--- src/rtl/l1_miss_ctrl.sv ---
// L1 miss sequencer: accepts CPU loads/stores, runs read/write next-level
// transactions, drives L1 refill/write strobes and keeps hit/miss counters.
//
// Ports:
//   clk, rst                    clock, async active-high reset
//   cpu_*                       CPU request in, rdata/done out, stall_o
//   l1_addr_o, l1_wr_*          L1 lookup address and write strobe/data/byte enables
//   l1_hit_i, l1_rd_data_i      combinational L1 lookup result
//   l1_refill_*                 refill strobe and word (merge base on writes)
//   mem_*                       valid/ack transaction to L2/main memory
//   hit_cnt_o, miss_cnt_o       wrapping lookup counters
module l1_miss_ctrl #(
    parameter int ADDR_WIDTH = 32,
    parameter int DATA_WIDTH = 32,
    parameter int CNT_WIDTH  = 32
) (
    input  logic                  clk,
    input  logic                  rst,
    input  logic                  cpu_req_i,
    input  logic                  cpu_we_i,
    input  logic [ADDR_WIDTH-1:0] cpu_addr_i,
    input  logic [DATA_WIDTH-1:0] cpu_wdata_i,
    input  logic [3:0]            cpu_byte_en_i,
    output logic [DATA_WIDTH-1:0] cpu_rdata_o,
    output logic                  cpu_done_o,
    output logic                  stall_o,
    output logic [ADDR_WIDTH-1:0] l1_addr_o,
    output logic                  l1_wr_en_o,
    output logic [DATA_WIDTH-1:0] l1_wr_data_o,
    output logic [3:0]            l1_byte_en_o,
    input  logic                  l1_hit_i,
    input  logic [DATA_WIDTH-1:0] l1_rd_data_i,
    output logic                  l1_refill_valid_o,
    output logic [DATA_WIDTH-1:0] l1_refill_data_o,
    output logic                  mem_req_o,
    output logic                  mem_we_o,
    output logic [ADDR_WIDTH-1:0] mem_addr_o,
    output logic [DATA_WIDTH-1:0] mem_wdata_o,
    output logic [3:0]            mem_byte_en_o,
    input  logic                  mem_ack_i,
    input  logic [DATA_WIDTH-1:0] mem_rdata_i,
    output logic [CNT_WIDTH-1:0]  hit_cnt_o,
    output logic [CNT_WIDTH-1:0]  miss_cnt_o
);

    typedef enum logic [2:0] {
        IDLE,
        RD_REQ,
        REFILL,
        WR_REQ,
        L1_WR,
        RESP
    } state_t;

    state_t                state;
    logic [ADDR_WIDTH-1:0] addr_q;
    logic                  we_q;
    logic [DATA_WIDTH-1:0] wdata_q;
    logic [3:0]            be_q;
    logic [DATA_WIDTH-1:0] refill_q;

    // cpu_done_o is high in the IDLE cycle right after RESP; that cycle
    // must not re-accept the still-asserted request.
    assign stall_o      = cpu_req_i & ~cpu_done_o;
    assign l1_addr_o    = (state == IDLE) ? cpu_addr_i : addr_q;
    assign l1_wr_data_o = wdata_q;
    assign l1_byte_en_o = be_q;

    always_ff @(posedge clk or posedge rst) begin
        if (rst) begin
            state             <= IDLE;
            addr_q            <= '0;
            we_q              <= 1'b0;
            wdata_q           <= '0;
            be_q              <= '0;
            refill_q          <= '0;
            cpu_rdata_o       <= '0;
            cpu_done_o        <= 1'b0;
            l1_wr_en_o        <= 1'b0;
            l1_refill_valid_o <= 1'b0;
            l1_refill_data_o  <= '0;
            mem_req_o         <= 1'b0;
            mem_we_o          <= 1'b0;
            mem_addr_o        <= '0;
            mem_wdata_o       <= '0;
            mem_byte_en_o     <= '0;
            hit_cnt_o         <= '0;
            miss_cnt_o        <= '0;
        end else begin
            cpu_done_o <= 1'b0;
            unique case (state)
                IDLE: begin
                    if (cpu_req_i && !cpu_done_o) begin
                        addr_q   <= cpu_addr_i;
                        we_q     <= cpu_we_i;
                        wdata_q  <= cpu_wdata_i;
                        be_q     <= cpu_byte_en_i;
                        // Merge base for write-hit and full-word paths.
                        refill_q <= l1_rd_data_i;
                        if (l1_hit_i)
                            hit_cnt_o <= hit_cnt_o + CNT_WIDTH'(1);
                        else
                            miss_cnt_o <= miss_cnt_o + CNT_WIDTH'(1);
                        if (!cpu_we_i && l1_hit_i) begin
                            cpu_rdata_o <= l1_rd_data_i;
                            state       <= RESP;
                        end else if (cpu_we_i &&
                                     (l1_hit_i || cpu_byte_en_i == 4'hF)) begin
                            mem_req_o     <= 1'b1;
                            mem_we_o      <= 1'b1;
                            mem_addr_o    <= cpu_addr_i;
                            mem_wdata_o   <= cpu_wdata_i;
                            mem_byte_en_o <= cpu_byte_en_i;
                            state         <= WR_REQ;
                        end else begin
                            // Load miss, or partial store miss that needs
                            // the old word before merging.
                            mem_req_o  <= 1'b1;
                            mem_we_o   <= 1'b0;
                            mem_addr_o <= cpu_addr_i;
                            state      <= RD_REQ;
                        end
                    end
                end
                RD_REQ: begin
                    if (mem_ack_i) begin
                        mem_req_o         <= 1'b0;
                        refill_q          <= mem_rdata_i;
                        l1_refill_valid_o <= 1'b1;
                        l1_refill_data_o  <= mem_rdata_i;
                        state             <= REFILL;
                    end
                end
                REFILL: begin
                    l1_refill_valid_o <= 1'b0;
                    if (!we_q) begin
                        cpu_rdata_o <= refill_q;
                        state       <= RESP;
                    end else begin
                        mem_req_o     <= 1'b1;
                        mem_we_o      <= 1'b1;
                        mem_addr_o    <= addr_q;
                        mem_wdata_o   <= wdata_q;
                        mem_byte_en_o <= be_q;
                        state         <= WR_REQ;
                    end
                end
                WR_REQ: begin
                    if (mem_ack_i) begin
                        mem_req_o         <= 1'b0;
                        l1_wr_en_o        <= 1'b1;
                        l1_refill_valid_o <= 1'b1;
                        l1_refill_data_o  <= refill_q;
                        state             <= L1_WR;
                    end
                end
                L1_WR: begin
                    l1_wr_en_o        <= 1'b0;
                    l1_refill_valid_o <= 1'b0;
                    state             <= RESP;
                end
                RESP: begin
                    cpu_done_o <= 1'b1;
                    state      <= IDLE;
                end
                default: state <= IDLE;
            endcase
        end
    end

endmodule
--- config.mk ---
export PLATFORM = sky130hd
export DESIGN_NAME = l1_miss_ctrl
export DESIGN_NICKNAME = d
export VERILOG_FILES = /design/src/rtl/l1_miss_ctrl.sv
export SDC_FILE = /design/constraint.sdc
export NUM_CORES = 1
export LEC_CHECK = 0
export CAP_MARGIN = 20
export CORE_MARGIN = 5
export CORE_UTILIZATION = 51
export DETAILED_ROUTE_END_ITERATION = 6
export PLACE_DENSITY = 0.94
export SKIP_LAST_GASP = 1
export SYNTH_ARGS = -nofsm -noshare
export SYNTH_HDL_FRONTEND = slang
export SYNTH_SLANG_ARGS = --single-unit
--- constraint.sdc ---
create_clock -name clk -period 16.9 [get_ports clk]
set_input_delay 3.38 -clock clk [delete_from_list [all_inputs] [get_ports clk]]
set_output_delay 3.38 -clock clk [all_outputs]
set_load 0.01 [all_outputs]
# Word-level counts from Yosys, hierarchy flattened
# Index checks and enable logic that the tools add are counted.
[op_classes]
n_reduce_logical = 27
muxes = 44
multipliers = 0
order_cmp = 0
div_mod_pow = 0
n_eq_ne = 15
addsub = 2
n_shift = 0
bitwise = 3
[ops]
columns = ["op", "count"]
rows = [
  ["two-way mux 32 bit", 14],
  ["one-hot mux 32 bit (2 select lines)", 5],
  ["adder 32 x 1 -> 32 bit (second input constant)", 2],
  ["two-way mux 4 bit", 4],
  ["two-way mux 3 bit", 5],
  ["one-hot mux 3 bit (5 select lines)", 1],
  ["AND reduction 3 bit", 5],
  ["inequality test 2 bit (second input constant)", 5],
  ["AND reduction 5 bit", 2],
  ["nonzero test 2 bit", 5],
  ["two-way mux 1 bit", 9],
  ["inequality test 2 x 1 -> 1 bit (second input constant)", 4],
  ["one-hot mux 4 bit (2 select lines)", 1],
  ["AND reduction 4 bit", 2],
  ["== test 3 x 2 -> 1 bit (second input constant)", 2],
  ["== test 3 bit (second input constant)", 2],
  ["one-hot mux 1 bit (2 select lines)", 3],
  ["AND reduction 2 bit", 3],
  ["== test 4 bit (second input constant)", 1],
  ["OR reduction 2 bit", 2],
  ["== test 3 x 1 -> 1 bit (second input constant)", 1],
  ["logical AND 1 bit", 3],
  ["logical NOT 3 bit", 1],
  ["one-hot mux 1 bit (3 select lines)", 1],
  ["6 further kinds", 8],
]
[totals]
latch_bits = 0
regBits = 305
ram_bits = 0
memories = 0
elab_cells = 109
input_bits = 138
out_inout_bits = 270
rom_bits = 0

# Longest topological paths before layout
# Gate-level depths: netlist of the first run.
[logic_depth]
word_depth = 7
depth_mapped = 9
ltp_nobuf = 6

# Least setup slack after synthesis of the first run
# OpenSTA, ideal clock, no wires.
[synth_timing]
path_type = "input to output"
startpoint = "input port cpu_req_i"
endpoint = "output port stall_o"
required_ns = 13.520
path_slack_ns = 9.689
path_stages = 3
t_arrival_ns = 3.831
path_buffers = 1
cell_sequence = "nand2b_1 > clkbuf_1 > inv_1"
[synth_via]
elab_chain_cells = 1
[synth_lines]
columns = ["item", "line_no", "source"]
rows = [
  ["start: declaration", "19", "input logic cpu_req_i,"],
  ["bitwise AND 1 bit", "64", "assign stall_o = cpu_req_i & ~cpu_done_o;"],
  ["end: declaration", "26", "output logic stall_o,"],
]
# Every way passes these cells.

# Worst setup path after layout of the first run
# Same ends and word-level chain as after synthesis.

==> impl_metrics.tcl, run 1 <==
set metrics [dict create \
    timing.hold.ws_ps 478.3 \
    grt_pass1_wl_um 66630 \
    hp-class "flip-flop to flip-flop" \
    rows 60 \
    cts_tree "yes" \
    combPwrFrac_pct 44.2 \
    rr_startpoint "state[1]" \
    synth_area_leaders "dfrtp_1, nand2_1, mux2i_1, o21ai_0, xnor2_1" \
    worstPathArrival_ps 4950 \
    skew_ps 15.27 \
    hpwl_um 29020 \
    synth_edf_count 0 \
    clock-sinks 305 \
    clock.fmax_ghz 0.1201 \
    yosysMostFrequentCell "nand2_1" \
    vias 12050 \
    vdd_drop_max_v 0.0001336 \
    synth_commonest_cells "nand2_1, dfrtp_1, o21ai_0" \
    htree_levels 1 \
    ys_seq_area_share_pct 55.81 \
    place.gp.congestion 0.8923 \
    die_x_um 173.8 \
    synthFlopType "dfrtp_1" \
    setup_tns_ps 0 \
    track_usage_pct 26.94 \
    min_from "mem_addr_o[1]" \
    p_seq_share_pct 35.8 \
    p_sw_mw 1.295 \
    slew_viol_final 0 \
    r2r-end "mem_wdata_o[4]" \
    cts_buffers 31 \
    start_kind "primary input" \
    reg2reg_depth 6 \
    min_period_ps 8327 \
    syn_area_um2 13680 \
    drt_iter0_markers 1014 \
    placed_cells 2103 \
    viasPerCell 5.574 \
    drc 0 \
    synthCells 1431 \
    setup_viol 0 \
    yosysTopAreaCell "dfrtp_1" \
    fin_cells 2162 \
    grt-ovfl-total 0 \
    grt_max_degree 171 \
    crit_type "primary input to primary output" \
    fillers 1739 \
    grt_pass1_vias 12130 \
    die_area_um2 30190 \
    nNetsFinal 1937 \
    finalPower_mw 3.434 \
    hold_path_depth 2 \
    async_flop_share_pct 100.0 \
    status "finished clean" \
    drt-total-wl_um 42320 \
    stdcell_area_um2 19050 \
    hold_viol_final 0 \
    period_share_pct 49.27 \
    yosysTopAreaCellShare_pct 55.81 \
    p_clk_share_pct 20.0 \
    post-route-util_pct 71.47 \
    switching_share_pct 37.72 \
    synth-seq-cells 305 \
    io_buffers 407 \
    start_util_pct 51.31 \
    p_leak_nw 8.538 \
    synth_nets 1571 \
    cts_root_buf "clkbuf_16" \
    antenna_cells 0 \
    cap_viol_max_count 0 \
    post_cts_buffers 0 \
    p_int_mw 2.138 \
    avgSynthCellArea_um2 9.557 \
    max_slew_margin_pct 25.06 \
    r2r_slack_ps 13240 \
    post_cts_resize_count 0 \
    drtAntennaViolNets 0 \
    area_delta_synth_final_pct 39.29 \
    die_h_um 173.8 \
    tightest_slew_ps 1124 \
    required_ps 13520 \
    path_clk_slew_ps 60 \
    worstPathMaxFanout 7 \
    power.density_nw_per_um2 180.3 \
    fin_ws_ps 8573 \
    postCtsHoldBufs 0 \
    cts_buffer_depth 3 \
    synth.distinct_cells 47 \
    dpl-instance-area_um2 17980 \
    yosysWarnings 0 \
    end_kind "primary output" \
    pre_cts_slack_ps 8595 \
    wl_per_cell_um 19.57 \
    worst_skew_pair.late_latency_ps 560 \
    io_pins 408 \
    antenna_found_initial 0 \
    dr.pass1.iters 6 \
    rsz0062_at_grt "no" \
    drive_above_1_share_pct 4.887 \
    core-area_um2 26650 \
    holdPathEnd "mem_addr_o[1]" \
]
-- sequential cells by signal, summed over array words and instances, names as in the netlist --
name,cells
l1_wr_en_o,1
l1_wr_data_o,32
mem_wdata_o,32
state,3
cpu_rdata_o,32
refill_q,32
mem_req_o,1
cpu_done_o,1
mem_we_o,1
we_q,1
hit_cnt_o,32
mem_addr_o,32
addr_q,32
l1_byte_en_o,4
l1_refill_data_o,32
mem_byte_en_o,4
l1_refill_valid_o,1
miss_cnt_o,32
-- logic make-up after synthesis --
kind of cell	synth area share [%]
and+or+nand+nor	18.85
xor gates and xnor gates	4.026
DFF	55.81
muxes	9.826
adders and majority gates	0.1830
AOI/OAI and AO/OA	8.372
buffers and inverters	2.937
-- how the worst max path moves through the flow --
stage	start	end	slack (ps)	cells past startpoint
after floorplan	rst	addr_q[0]	5090	1
after global placement	cpu_req_i	stall_o	8630	4
after detailed placement	cpu_req_i	stall_o	8600	4
after CTS	cpu_req_i	stall_o	8570	4
after global routing	cpu_req_i	stall_o	8510	4
final	cpu_req_i	stall_o	8570	4
-- area by class of cell --
cell class | instances | area (um2) | share of cell area (%)
Clock buffer | 42 | 887.1 | 4.657
Sequential cell | 305 | 7632 | 40.07
Tap cell | 341 | 426.7 | 2.240
Multi-Input combinational cell | 1026 | 5694 | 29.89
Timing Repair Buffer | 420 | 4209 | 22.10
Clock inverter | 15 | 142.6 | 0.7488
Inverter | 13 | 56.30 | 0.2956
-- cells in the final DEF, fill, tap and decap left out, drive strengths merged, types with 2 or more instances in the layout --
cell type / synthesis / routed
a21boi: 2 / 2
a21oi: 32 / 32
a221oi: 2 / 2
a22o: 2 / 2
and2: 4 / 4
and3: 10 / 10
and4: 8 / 8
buf: 17 / 13
bufinv: 0 / 2
clkbuf: 70 / 42
clkdlybuf4s50: 0 / 407
clkinv: 0 / 10
dfrtp: 305 / 305
ha: 2 / 2
inv: 13 / 15
mux2: 2 / 2
mux2i: 132 / 132
nand2: 467 / 467
nand2b: 4 / 4
nand3: 29 / 29
nand4: 14 / 14
nor2: 61 / 61
nor3: 8 / 8
nor4: 4 / 4
o21ai: 136 / 136
o22ai: 33 / 33
or3: 2 / 2
xnor2: 39 / 39
xor2: 23 / 23
-- layer usage --
layer / up-vias / part of all wire [%] / routed length [um] / GRT usage, %
met5: - / 0 / 0 / 0
met4: 0 / 4.6 / 1929 / 11.18
met3: 135 / 7.4 / 3136 / 5.976
met2: 544 / 50 / 21310 / 46.51
met1: 5872 / 38 / 15940 / 32.79
li1: 5500 / - / - / -
-- power by group through the flow --
| stage | logic (mW) | registers (mW) | clock network [mW] |
|---|---|---|---|
| after detailed placement | 1.50 | 1.23 | 0 |
| after floorplan | 0.664 | 1.28 | 0 |
| after global routing | 1.64 | 1.26 | 0.728 |
| final | 1.52 | 1.23 | 0.688 |
| after global placement | 1.45 | 1.21 | 0 |
| after CTS | 1.52 | 1.22 | 0.696 |
-- critical path, stage by stage --
cell,delay [ps]
clkdlybuf4s50_1,490
nand2b_1,240
inv_1,220
clkdlybuf4s50_1,620
No activity file was read; power rests on OpenSTA's default activity.
==> run 2, diff against run 1 <==
--- a/config.mk
+++ b/config.mk
@@ -7,9 +7,9 @@
 export LEC_CHECK = 0
 export CAP_MARGIN = 20
 export CORE_MARGIN = 5
-export CORE_UTILIZATION = 51
+export CORE_UTILIZATION = 48
 export DETAILED_ROUTE_END_ITERATION = 6
-export PLACE_DENSITY = 0.94
+export PLACE_DENSITY = 0.89
 export SKIP_LAST_GASP = 1
 export SYNTH_ARGS = -nofsm -noshare
 export SYNTH_HDL_FRONTEND = slang
==> constraint.sdc (replaced) <==
create_clock -name clk -period 7.92 [get_ports clk]
set_input_delay 1.584 -clock clk [delete_from_list [all_inputs] [get_ports clk]]
set_output_delay 1.584 -clock clk [all_outputs]
set_load 0.01 [all_outputs]
==> impl_metrics.tcl, run 2 (same netlist as run 1, synthesis figures left out) <==
set metrics [dict create \
    start_kind "primary input" \
    clock-sinks 305 \
    vias 11960 \
    switching_share_pct 36.62 \
    post_cts_resize_count 0 \
    skew_ps 19.27 \
    combPwrFrac_pct 43.0 \
    crit_top_cell "clkdlybuf4s50_1" \
    critPathSlowestCell "clkdlybuf4s50_1" \
    cts_buffer_depth 3 \
    hpwl_um 29280 \
    setup_viol 0 \
    top_layer "met4" \
    core-area_um2 27930 \
    final_common_cell "nand2_1" \
    p_sw_mw 2.764 \
    wl_met1_um 16040 \
    tightest_slew_ps 1130 \
    vdd_drop_max_v 0.0002225 \
    drt_iter0_markers 1011 \
    setup_tns_ps 0 \
    required_ps 6340 \
    max_slew_margin_pct 24.68 \
    slew_viol_final 0 \
    grt-ovfl-total 0 \
    path_clk_slew_ps 60 \
    dr.pass1.iters 5 \
    status "finished clean" \
    area_delta_synth_final_pct 41.38 \
    nNetsFinal 1944 \
    p_leak_nw 8.633 \
    start_util_pct 48.96 \
    worstPathArrival_ps 3140 \
    cp_top_family "buffers and inverters" \
    path_cells "clkdlybuf4s50_1 -> nand2b_1 -> inv_1 -> clkdlybuf4s50_1" \
    drtAntennaViolNets 0 \
    timing.hold.ws_ps 472.0 \
    drt-total-wl_um 42620 \
    io_pins 408 \
    cts_buffers 35 \
    track_usage_pct 26.05 \
    period_share_pct 59.60 \
    die_area_um2 31970 \
    slowest_delay_ps 610 \
    wl_per_cell_um 19.30 \
    power.density_nw_per_um2 390.4 \
    cts_root_buf "clkbuf_16" \
    rows 61 \
    drc 0 \
    pre_cts_slack_ps 3214 \
    clock.fmax_ghz 0.2118 \
    die_h_um 178.8 \
    min_period_ps 4720 \
    worstPathMaxFanout 7 \
    post-route-util_pct 69.22 \
    hp-class "flip-flop to flip-flop" \
    die_x_um 178.8 \
    grt_pass1_vias 12140 \
    post_cts_buffers 0 \
    fillers 2013 \
    crit_type "primary input to primary output" \
    grt_max_degree 166 \
    p_int_mw 4.784 \
    route.met3.wl_um 3315 \
    wl_met2_um 20930 \
    htree_levels 2 \
    worst_skew_pair.late_latency_ps 510 \
    postCtsHoldBufs 0 \
    drive_above_1_share_pct 4.986 \
    layout_common_cells "nand2_1, clkdlybuf4s50_1, dfrtp_1" \
    fin_ws_ps 3200 \
    p_seq_share_pct 34.7 \
    finalPower_mw 7.548 \
    hold_viol_final 0 \
    viasPerCell 5.414 \
    place.gp.congestion 0.8805 \
    antenna_found_initial 0 \
    cts_tree "yes" \
    grt_pass1_wl_um 66070 \
    p_clk_share_pct 22.3 \
    cap_viol_max_count 0 \
    rsz0062_at_grt "no" \
    end_kind "primary output" \
    io_buffers 407 \
    cp_num_buf_inv 3 \
]
-- run 2: final timing paths --
check | end | from | cells past startpoint | slack [ps]
min in group asynchronous | miss_cnt_o[18] | rst | 2 | 1510
worst max register to register | mem_addr_o[30] | state[1] | 5 | 4610
max in group asynchronous | l1_wr_data_o[21] | rst | 3 | 5110
worst min register to register | miss_cnt_o[31] | miss_cnt_o[31] | 1 | 470
worst min-delay path | miss_cnt_o[31] | miss_cnt_o[31] | 1 | 470
worst max-delay path | stall_o | cpu_req_i | 4 | 3200
-- run 2: power groups by stage --
stage	Combinational (mW)	Sequential [mW]	Clock (mW)
finish	3.25	2.62	1.68
global route	3.52	2.70	1.77
CTS	3.25	2.61	1.71
detailed placement	3.23	2.63	0
global placement	3.12	2.58	0
floorplan	1.42	2.72	0
-- run 2: layout make-up --
class                   instances  area, um2  area share (%)
diodes                          5      12.51         0.06471
clock buffers                  48       1017           5.261
clock inverters                10      181.4          0.9383
inverters                      13      52.55          0.2718
multi-input cells            1026       5694           29.45
flip-flops and latches        305       7632           39.47
well taps                     378      473.0           2.446
repair buffers                423       4272           22.09
-- run 2: through the flow --
| stage | std cells | area (um2) |
|---|---|---|
| 6_report | 2208 | 19330 |
| 5_1_grt | 2203 | 19320 |
| 4_1_cts | 2200 | 19250 |
| 3_5_place_dp | 2142 | 18060 |
| 3_3_place_gp | 2141 | 18030 |
| 2_1_floorplan | 1431 | 13680 |
-- run 2: metal layers --
metal | track usage [%] | vias to the layer above
li1 | - | 5512
met1 | 32.36 | 5809
met2 | 42.76 | 496
met3 | 6.284 | 138
met4 | 12.82 | 0
met5 | 0 | -
==> run 3, diff against run 2 <==
==> constraint.sdc (replaced) <==
create_clock -name clk -period 4.5 [get_ports clk]
set_input_delay 0.9 -clock clk [delete_from_list [all_inputs] [get_ports clk]]
set_output_delay 0.9 -clock clk [all_outputs]
set_load 0.01 [all_outputs]
==> impl_metrics.tcl, run 3 (same netlist as run 1, synthesis figures left out) <==
set metrics [dict create \
    core-area_um2 27930 \
    grt_pass1_wl_um 66970 \
    status "finished clean" \
    period_share_pct 79.91 \
    rows 61 \
    skew_ps 18.98 \
    grt_pass1_vias 12450 \
    cap_viol_max_count 0 \
    max_slew_margin_pct 24.22 \
    area_delta_synth_final_pct 41.21 \
    end_kind "primary output" \
    pre_cts_slack_ps 1177 \
    dr.pass1.iters 5 \
    hp-class "flip-flop to flip-flop" \
    post_cts_resize_count 0 \
    power.density_nw_per_um2 679.7 \
    track_usage_pct 26.19 \
    start_util_pct 48.96 \
    grt-ovfl-total 0 \
    io_buffers 407 \
    wl_per_cell_um 19.37 \
    die_h_um 178.8 \
    setup_viol 0 \
    required_ps 3600 \
    postCtsHoldBufs 0 \
    min_period_ps 3596 \
    p_int_mw 8.255 \
    fin_ws_ps 904.1 \
    p_seq_share_pct 35.1 \
    switching_share_pct 37.10 \
    combPwrFrac_pct 43.5 \
    start_kind "flip-flop" \
    layout_common_cells "nand2_1, clkdlybuf4s50_1, dfrtp_1" \
    crit_type "flip-flop to primary output" \
    htree_levels 2 \
    worstPathMaxFanout 35 \
    vias 12070 \
    post_cts_buffers 0 \
    io_pins 408 \
    drive_above_1_share_pct 5.142 \
    drt-total-wl_um 42810 \
    rsz0062_at_grt "no" \
    drtAntennaViolNets 0 \
    setup_tns_ps 0 \
    p_clk_share_pct 21.4 \
    cts_buffer_depth 3 \
    final_common_cell "nand2_1" \
    worst_skew_pair.late_latency_ps 500 \
    clock-sinks 305 \
    p_sw_mw 4.870 \
    antenna_found_initial 1 \
    hpwl_um 29390 \
    slew_viol_final 0 \
    clock.fmax_ghz 0.2781 \
    die_x_um 178.8 \
    drt_iter0_markers 951 \
    cts_tree "yes" \
    cts_buffers 35 \
    die_area_um2 31970 \
    drc 0 \
    tightest_slew_ps 1137 \
    p_leak_nw 8.624 \
    cts_root_buf "clkbuf_16" \
    path_clk_slew_ps 60 \
    hold_viol_final 0 \
    viasPerCell 5.462 \
    fin_cells 2210 \
    placed_cells 2145 \
    nNetsFinal 1946 \
    grt_max_degree 101 \
    worstPathArrival_ps 2700 \
    vdd_drop_max_v 0.0004530 \
    timing.hold.ws_ps 472.2 \
    place.gp.congestion 0.8588 \
]
run 3: cell types whose count changed in the layout (fill, tap and decap cells not counted), moves of 2 or more:
cell	change
clkinv_2	-2
bufinv_16	-4
clkinv_4	+2
clkbuf_8	+6
buf_16	-2
buf_12	+4
run 3: cell type report:
type | count | area, um2
diodes | 4 | 10.01
clock buffers | 53 | 1075
clock inverters | 6 | 77.57
fillers | 2041 | 8623
inverters | 13 | 52.55
multi-input cells | 1026 | 5694
flip-flops and latches | 305 | 7632
well taps | 378 | 473.0
repair buffers | 425 | 4297
run 3: final timing paths:
path	depth (start not counted)	from	slack (ps)	to
min in group asynchronous	2	rst	670	miss_cnt_o[14]
worst min-delay path	2	mem_we_o	470	mem_we_o
worst max register to register	5	state[1]	1380	mem_wdata_o[12]
worst max-delay path	4	state[1]	900	l1_addr_o[29]
worst min register to register	2	mem_we_o	470	mem_we_o
max in group asynchronous	4	rst	2870	addr_q[15]
run 3: power by group through the flow:
stage / Sequential [mW] / Clock, mW / Combinational, mW
after floorplan: 4.79 / 0 / 2.49
after global placement: 4.55 / 0 / 5.51
after detailed placement: 4.62 / 0 / 5.67
after CTS: 4.60 / 2.86 / 5.73
after global routing: 4.75 / 2.98 / 6.17
final: 4.61 / 2.81 / 5.71
run 3: metal layers:
layer / global-route usage [%] / share of wire [%] / vias to the layer above / wire (um)
li1: - / - / 5531 / -
met1: 31.84 / 37 / 5898 / 16020
met2: 44.28 / 50 / 523 / 21340
met3: 5.926 / 7.6 / 119 / 3274
met4: 12.38 / 5.1 / 0 / 2176
met5: 0 / 0 / - / 0
run 3: metrics by stage:
stage | util [%] | power [mW] | area (um2)
floorplan | - | 7.288 | 13680
finish | 69.13 | 13.13 | 19310
global route | 69.10 | 13.90 | 19300
CTS | 68.95 | 13.18 | 19260
global placement | 64.83 | 10.06 | 18110
detailed placement | 64.83 | 10.29 | 18110
run 3: worst max-delay path, cell delays in order, from the launching register on:
cell,delay [ps]
dfrtp_1,780
or3_4,570
nand2_1,120
nand2_1,140
clkdlybuf4s50_1,560
